--- config.mk ---
export PLATFORM = sky130hd
export DESIGN_NAME = ps2_message_builder
export DESIGN_NICKNAME = d
export VERILOG_FILES = /design/src/rtl/ps2_msg_pkg.sv /design/src/rtl/ps2_scancode_to_ascii.sv /design/src/rtl/ps2_message_builder.sv
export SDC_FILE = /design/constraint.sdc
export NUM_CORES = 1
export LEC_CHECK = 0
export CORE_UTILIZATION = 54
export CTS_CLUSTER_SIZE = 20
export DETAILED_ROUTE_END_ITERATION = 6
export GPL_ROUTABILITY_DRIVEN = 0
export PLACE_DENSITY = 0.84
export SYNTH_ARGS = -nofsm -noshare
export SYNTH_HDL_FRONTEND = slang
export SYNTH_HIERARCHICAL = 1
export SYNTH_SLANG_ARGS = --single-unit
--- constraint.sdc ---
create_clock -name clock -period 4.5 [get_ports clock]
set_clock_uncertainty 0.15 [all_clocks]
set_input_delay 0.675 -clock clock [delete_from_list [all_inputs] [get_ports clock]]
set_output_delay 0.675 -clock clock [all_outputs]
set_load 0.1 [all_outputs]
--- src/rtl/ps2_msg_pkg.sv ---
// ps2_msg_pkg
// Shared definitions for the PS/2 message builder: the control-FSM state
// type and the scan-code / ASCII constants used by the translator and the
// buffer logic.
package ps2_msg_pkg;

  typedef enum logic [1:0] {
    IDLE      = 2'd0,
    BREAK     = 2'd1,
    SEND_WAIT = 2'd2
  } state_e;

  // Set-2 prefix bytes.
  localparam logic [7:0] BREAK_CODE  = 8'hF0;
  localparam logic [7:0] EXT_CODE    = 8'hE0;

  // Scan code of the Backspace key, and the ASCII values the buffer uses.
  localparam logic [7:0] DEL_CODE    = 8'h66;
  localparam logic [7:0] SPACE_CODE  = 8'h29;
  localparam logic [7:0] ASCII_DEL   = 8'd127;
  localparam logic [7:0] ASCII_SPACE = 8'd32;

endpackage

--- src/rtl/ps2_scancode_to_ascii.sv ---
// ps2_scancode_to_ascii
// Purely combinational PS/2 set-2 scan code to ASCII translator.
// Covers the letters a-z, space, and Backspace (reported as ASCII DEL).
// Ports:
//   code   [7:0] in   raw scan code
//   ascii  [7:0] out  translated character (0 when unmapped)
//   mapped       out  1 when code is one of the supported keys
module ps2_scancode_to_ascii
  import ps2_msg_pkg::*;
(
  input  logic [7:0] code,
  output logic [7:0] ascii,
  output logic       mapped
);

  always_comb begin
    // NOTE: every output gets a default before the case so no path leaves it
    // unassigned; otherwise synthesis infers a latch.
    ascii  = 8'h00;
    mapped = 1'b1;
    unique case (code)
      8'h1C: ascii = "a";
      8'h32: ascii = "b";
      8'h21: ascii = "c";
      8'h23: ascii = "d";
      8'h24: ascii = "e";
      8'h2B: ascii = "f";
      8'h34: ascii = "g";
      8'h33: ascii = "h";
      8'h43: ascii = "i";
      8'h3B: ascii = "j";
      8'h42: ascii = "k";
      8'h4B: ascii = "l";
      8'h3A: ascii = "m";
      8'h31: ascii = "n";
      8'h44: ascii = "o";
      8'h4D: ascii = "p";
      8'h15: ascii = "q";
      8'h2D: ascii = "r";
      8'h1B: ascii = "s";
      8'h2C: ascii = "t";
      8'h3C: ascii = "u";
      8'h2A: ascii = "v";
      8'h1D: ascii = "w";
      8'h22: ascii = "x";
      8'h35: ascii = "y";
      8'h1A: ascii = "z";
      SPACE_CODE: ascii = ASCII_SPACE;
      DEL_CODE:   ascii = ASCII_DEL;
      default:    mapped = 1'b0;
    endcase
  end

endmodule

--- src/rtl/ps2_message_builder.sv ---
// ps2_message_builder
// Collects typed PS/2 keys into a packed ASCII message buffer and hands the
// buffer to a GPIO link on request. Character 0 (first typed) occupies the
// most-significant byte of message_out; unused bytes are zero.
// Key releases (F0 xx) are swallowed, E0 prefixes are dropped, Backspace
// removes the last character. While a transfer is pending (SEND_WAIT) the
// buffer is frozen until the link reports done, which clears it.
// Ports:
//   clock, resetn        clock and asynchronous active-low reset
//   key_valid, key_code  one-cycle scan code strobe and code
//   send                 one-cycle transmit request
//   done                 transmitter-complete level
//   message_out          packed ASCII buffer, 8*MSG_CHARS bits
//   msg_len              number of valid characters
//   data_ready           buffer-valid level to the link
//   lcd_char, lcd_char_valid  echo of each accepted append/delete
// Build option: define PS2_MSG_ECHO_EN to compile in the echo outputs;
// otherwise they are tied to zero and no echo registers exist.
// MSG_CHARS must be at least 2.
module ps2_message_builder
  import ps2_msg_pkg::*;
#(
  parameter int MSG_CHARS = 16,
  localparam int LEN_W = $clog2(MSG_CHARS + 1),
  localparam int IDX_W = $clog2(MSG_CHARS)
) (
  input  logic                   clock,
  input  logic                   resetn,
  input  logic                   key_valid,
  input  logic [7:0]             key_code,
  input  logic                   send,
  input  logic                   done,
  output logic [8*MSG_CHARS-1:0] message_out,
  output logic [LEN_W-1:0]       msg_len,
  output logic                   data_ready,
  output logic [7:0]             lcd_char,
  output logic                   lcd_char_valid
);

  // Element [MSG_CHARS-1] is the MSB byte, so character i lives in element
  // MSG_CHARS-1-i and the packed array maps straight onto message_out.
  typedef logic [MSG_CHARS-1:0][7:0] buf_t;

  state_e           state_q, state_d;
  buf_t             buf_q, buf_d;
  logic [LEN_W-1:0] len_q, len_d;
  logic             ready_q, ready_d;
  logic             echo_fire;

  logic [7:0]       ascii;
  logic             mapped;
  logic [IDX_W-1:0] ins_idx;
  logic [IDX_W-1:0] del_idx;

  ps2_scancode_to_ascii u_xlate (
    .code   (key_code),
    .ascii  (ascii),
    .mapped (mapped)
  );

  // Element holding the next free slot, and the last used slot. Only used
  // under the guards below (len < MSG_CHARS / len > 0), so wrap is harmless.
  assign ins_idx = IDX_W'(MSG_CHARS - 1) - IDX_W'(len_q);
  assign del_idx = IDX_W'(MSG_CHARS) - IDX_W'(len_q);

  always_comb begin
    state_d   = state_q;
    buf_d     = buf_q;
    len_d     = len_q;
    ready_d   = ready_q;
    echo_fire = 1'b0;
    unique case (state_q)
      IDLE: begin
        if (send) begin
          // A send always consumes the cycle; any key alongside it is lost.
          if (len_q != '0) begin
            state_d = SEND_WAIT;
            ready_d = 1'b1;
          end
        end else if (key_valid) begin
          if (key_code == BREAK_CODE) begin
            state_d = BREAK;
          end else if (mapped && key_code != EXT_CODE) begin
            if (ascii == ASCII_DEL) begin
              if (len_q != '0) begin
                buf_d[del_idx] = 8'h00;
                len_d          = len_q - LEN_W'(1);
                echo_fire      = 1'b1;
              end
            end else if (len_q < LEN_W'(MSG_CHARS)) begin
              buf_d[ins_idx] = ascii;
              len_d          = len_q + LEN_W'(1);
              echo_fire      = 1'b1;
            end
          end
        end
      end
      BREAK: begin
        // The code after F0 names the released key; it is discarded.
        if (key_valid) state_d = IDLE;
      end
      SEND_WAIT: begin
        if (done) begin
          buf_d   = '0;
          len_d   = '0;
          ready_d = 1'b0;
          state_d = IDLE;
        end
      end
      default: state_d = IDLE;
    endcase
  end

  // The message buffer is part of the architectural reset state, so it is
  // cleared with everything else rather than left uninitialised.
  always_ff @(posedge clock or negedge resetn) begin
    if (!resetn) begin
      state_q <= IDLE;
      buf_q   <= '0;
      len_q   <= '0;
      ready_q <= 1'b0;
    end else begin
      // NOTE: sequential state uses non-blocking assignment so every
      // register samples the pre-edge values computed above.
      state_q <= state_d;
      buf_q   <= buf_d;
      len_q   <= len_d;
      ready_q <= ready_d;
    end
  end

  assign message_out = buf_q;
  assign msg_len     = len_q;
  assign data_ready  = ready_q;

`ifdef PS2_MSG_ECHO_EN
  logic [7:0] lcd_char_q;
  logic       lcd_valid_q;

  // Echo registers update on the same edge as the buffer, so the strobe is
  // aligned with the visible change. lcd_char holds the last echoed value.
  always_ff @(posedge clock or negedge resetn) begin
    if (!resetn) begin
      lcd_char_q  <= 8'h00;
      lcd_valid_q <= 1'b0;
    end else begin
      lcd_valid_q <= echo_fire;
      if (echo_fire) lcd_char_q <= ascii;
    end
  end

  assign lcd_char       = lcd_char_q;
  assign lcd_char_valid = lcd_valid_q;
`else
  logic unused_echo;
  assign unused_echo    = echo_fire;
  assign lcd_char       = 8'h00;
  assign lcd_char_valid = 1'b0;
`endif

endmodule

; ---- Yosys cells after proc, flatten, opt, wreduce, memory -nomap -nowiden
; Index checks and enable logic that the tools add are counted.
[totals]
ff_bits = 136
inputBits = 13
out_inout_bits = 143
elab_cells = 122
[classes]
n_addsub = 4
order_cmp = 5
eq_ne = 46
muxes = 36
n_bitwise = 2
reduce_logical = 10
[op_table]
columns = cell, n
row1 = 128-bit 2-to-1 mux, 8
row2 = 128-bit case mux with 2 select lines, 1
row3 = 7-bit case mux with 28 select lines, 1
row4 = 8-bit by 6-bit equality test with 1-bit output (second input constant), 17
row5 = 128-bit bitwise AND, 1
row6 = 128-bit bitwise mux, 1
row7 = 128-bit NOT, 1
row8 = 8-bit demux with 4-bit select, 2
row9 = 8-bit by 7-bit equality test with 1-bit output (second input constant), 7
row10 = 8-bit by 5-bit equality test with 1-bit output (second input constant), 5
row11 = 5-bit 2-to-1 mux, 8
row12 = 28-bit OR reduction, 1
row13 = 8-bit 2-to-1 mux, 2
row14 = 2-bit != test (second input constant), 8
row15 = 3-bit != test (second input constant), 5
row16 = 2-bit 2-to-1 mux, 6
row17 = 4-bit by 5-bit less-than comparator with 1-bit output (second input constant), 2
row18 = 5-bit case mux with 2 select lines, 1
row19 = 8-bit equality test (second input constant), 1
row20 = 4-bit by 1-bit greater-or-equal comparator with 1-bit output (second input constant), 2
row21 = 8-bit != test (second input constant), 1
row22 = 8-bit AND reduction, 1
row23 = 2-bit case mux with 3 select lines, 1
row24 = 5-bit by 1-bit adder with 5-bit output (second input constant), 1
row25 = 14 further kinds, 19

; ---- Longest topological paths before layout
[logic_depth]
ltp_word = 14
mapped_depth = 17
depth_no_buf = 14

; ---- Modules after synthesis
; The synthesis kept the hierarchy.
[by_module_without_submodules]
columns = module, n_inst, cells_per_inst, area_per_inst_um2, seq_area_each_um2
row1 = ps2_message_builder, 1, 426, 5733.0, 3403.3
row2 = ps2_scancode_to_ascii, 1, 116, 728.2, 0.0

; ---- Worst setup path before layout
; OpenSTA, ideal clock, no wires.
[synth_path]
path_kind = in2reg
from = in key_code[0]
to = reg len_q[4], in the netlist msg_len[4]
setup_ns = 0.130
arrival_time_ns = 3.542
required_ns = 4.220
setup_slack_ns = 0.678
path_stages = 17
path_buffers = 3
path_cell_list = buf_2 > buf_2 > and4bb_1 > o211ai_1 > a31oi_1 > a311oi_1 > nand3_1 > buf_4 > and4b_1 > nand2_1 > clkinv_1 > xnor2_1 > ha_1 > o31a_1 > nor3_1 > o31a_1 > o22ai_1
[synth_via]
elab_cells_between_ends = 46
cone_classes = 35 x eq/ne / 8 x mux / 3 x reduce/logical
[synth_lines]
columns = item, line
row1 = "start, declared", ps2_message_builder.sv:30  ; input logic [7:0] key_code,
row2 = "8-bit by 5-bit equality test with 1-bit output, or another cell as far along", ps2_scancode_to_ascii.sv:21  ; unique case (code)
row3 = 28-bit OR reduction (no line) *, n/a
row4 = 1-bit 2-to-1 mux *, ps2_scancode_to_ascii.sv:21
row5 = named net mapped, ps2_message_builder.sv:51  ; logic mapped;
row6 = 1-bit logical AND *, ps2_message_builder.sv:83  ; end else if (mapped && key_code != EXT_CODE) begin
row7 = 2-bit != test (no line) *, n/a
row8 = 8-bit AND reduction (no line) *, n/a
row9 = "end signal, assigned", ps2_message_builder.sv:127  ; len_q <= len_d;
row10 = "end, declared", ps2_message_builder.sv:46  ; logic [LEN_W-1:0] len_q, len_d;
; The timed path passes the listed nets; every way through them passes the cells marked *. The select of a mux whose other input is x is not followed.
; A chain may end at the register's enable or synchronous reset.

; ---- Worst setup path in the final report
[layout_path]
from = in key_code[1]
to = reg len_q[2], in the netlist msg_len[2]
; The elaborated chain is that of the path after synthesis.

==> flow_summary.json <==
{
  "fp.dieH_um": 111,
  "initial_core_util_pct": 56.1,
  "firstDrtPassIters": 7,
  "syn_area_per_cell_sq_um": 11.9,
  "yosysWarningCount": 6,
  "cpMaxStageDelayCell": "clkdlybuf4s50_1",
  "wl_per_cell_um": 23.1,
  "final_net_count": 716,
  "cts_tree": "yes",
  "syn_area_sq_um": 6460,
  "rows": 39,
  "grt_pass1_vias": 5706,
  "setup_violations": 0,
  "synthTopCellsByArea": "dfrtp_1 (53%), o2bb2ai_1 (17%), o21ai_4 (3.8%)",
  "slew_headroom_pct": 25.7,
  "path_class": "in2reg",
  "ys.flop_type": "dfrtp_1",
  "numCtsBuffers": 17,
  "worst-path-buf-inv": 2,
  "synth_seq_cells": 136,
  "htreeDepth": 4,
  "synth_common_cells": "dfrtp_1 (136), o2bb2ai_1 (125), nand2_1 (29)",
  "yosys.cell_types.count": 66,
  "cts.sinks": 136,
  "die_area_sq_um": 12400,
  "syn2layout_area_growth_pct": 35.8,
  "path_delay_family": "simple AND/OR/NAND/NOR gates",
  "overflow": 0,
  "stdcell_area_sq_um": 8770,
  "post-route-util_pct": 76.2,
  "grt_pass1_wl_mm": 31.9,
  "die_w_um": 111,
  "hold_viol_final": 0,
  "totalWireLength_mm": 19.8,
  "post-place-ws_ps": -12.4,
  "place_area_sq_um": 8140,
  "tightest_slew_ps": 1110,
  "post-route-period-util_pct": 95.0,
  "worstPathMaxFanout": 9,
  "path_clk_slew_ps": 60,
  "vias_per_cell": 6.55,
  "synth_edf_count": 0,
  "ir_worst_vdd_mv": 0.236,
  "syn_inst": 542,
  "first_iter_violations": 520,
  "ant_nets": 0,
  "fin_ws_ps": 223,
  "cpPeakStageDelay_ps": 660,
  "grt_max_degree": 73,
  "drive_above_1_share_pct": 12.6,
  "worstHoldPathType": "in2async",
  "rsz0062_at_grt": "false",
  "power_density_nw_per_um2": 400,
  "startpoint_type": "primary input",
  "synthMostInstantiatedCell": "dfrtp_1",
  "status": "finished with violations",
  "cts_buffer_depth": 2,
  "grt.total_usage_pct": 33.3,
  "num_antenna_cells": 0,
  "worstSetupEndpointType": "register",
  "ios": 156,
  "drc": 19,
  "hold_ws_ps": 199,
  "drv_cap": 0,
  "yosys.area.top_type_share_pct": 52.7,
  "synth_seq_area_share_pct": 52.7,
  "violations": "DRC",
  "netlist.top_cell.by_area": "dfrtp_1",
  "fmax_mhz": 234,
  "cts_root_buffer": "clkbuf_16",
  "period_needed_ps": 4280,
  "via_count": 5614,
  "antenna_found_initial": 0,
  "slew_viol_final": 0,
  "core-area_sq_um": 11500,
  "arrival_ps": 4420,
  "clock_latency_ps": 420,
  "hpwl_mm": 12.8,
  "required_ps": 4650,
  "async_flop_share_pct": 100,
  "cts_setup_buffers": 0,
  "port_buffers": 146,
  "path_cells": "clkdlybuf4s50_1 > and2b_1 > o2bb2ai_1 > o2bb2ai_1 > a311oi_1 > nand3_1 > and4b_1 > nand2_1 > clkinv_1 > xnor2_1 > ha_1 > nor4_1 > a21oi_1 > xnor2_1 > o22ai_1",
  "power.leakage_uw": 0.00359,
  "finalSetupTns_ps": 0
}
==> final cells by class <==
cell class                 count  area, sq um
clock buffer                  18          429
clock inverter                14          198
fill                         713         2740
inverter                      11         41.3
multi-input combinational    358         2800
sequential                   136         3400
tap                          143          179
timing repair buffer         177         1720
==> power by group <==
group	total (uW)	switching, uW	internal (uW)
Combinational	724	555	169
Clock	1490	555	933
Sequential	1290	43.2	1250
Total	3510	1150	2350
==> placed cells by master (no fill, tap or decap), drive strengths merged, types with 11 or more instances in the layout <==
cell type	count
buf	32
nand3	14
mux2i	14
inv	12
clkdlybuf4s50	143
nor3	12
nand2	29
o21ai	28
dfrtp	136
o2bb2ai	125
nor2	11
clkbuf	18
==> per-stage QoR <==
stage / power, uW / std cells
after floorplan: 1850 / 550
after global placement: 2010 / 825
after detailed placement: 2020 / 825
after CTS: 3500 / 857
after global routing: 3600 / 857
final: 3510 / 857
==> what timing repair did <==
item,CTS,global route
gates resized for setup,0,2
setup endpoints to repair,0,1
hold buffers,0,0
==> per-layer routing <==
layer | up-vias | share of wire [%] | global-route usage, %
met4 | 0 | 2.9 | 12.0
met5 | - | 0 | 0
li1 | 2398 | - | -
met2 | 335 | 47 | 51.7
met1 | 2821 | 41 | 45.5
met3 | 60 | 8.8 | 8.55
==> kinds of logic after synthesis <==
logic type | after synthesis | synth area share (%)
AO/OA/AOI/OAI | 196 | 26.9
XOR/XNOR | 5 | 0.678
adder cells (fa/ha/maj) | 2 | 0.387
buffers and inverters | 56 | 4.67
flip-flops | 136 | 52.7
multiplexers | 14 | 2.17
other | 2 | 0.116
AND/OR/NAND/NOR | 131 | 12.4
==> registers in the layout (all words and copies together) (netlist names) <==
register,flops
msg_len,5
state_q,2
data_ready,1
message_out,128
==> path summary, 6_finish.rpt <==
check	end	startpoint	slack, ps	depth (start not counted)
worst max-delay path	msg_len[2]	key_code[1]	220	15
max in group asynchronous	state_q[1]	resetn	3130	2
worst min register to register	message_out[113]	message_out[113]	340	1
worst max register to register	message_out[15]	msg_len[0]	1780	6
worst min-delay path	message_out[19]	resetn	200	1
min in group clock	message_out[113]	message_out[113]	340	1
(Power assumes the default switching activity.)
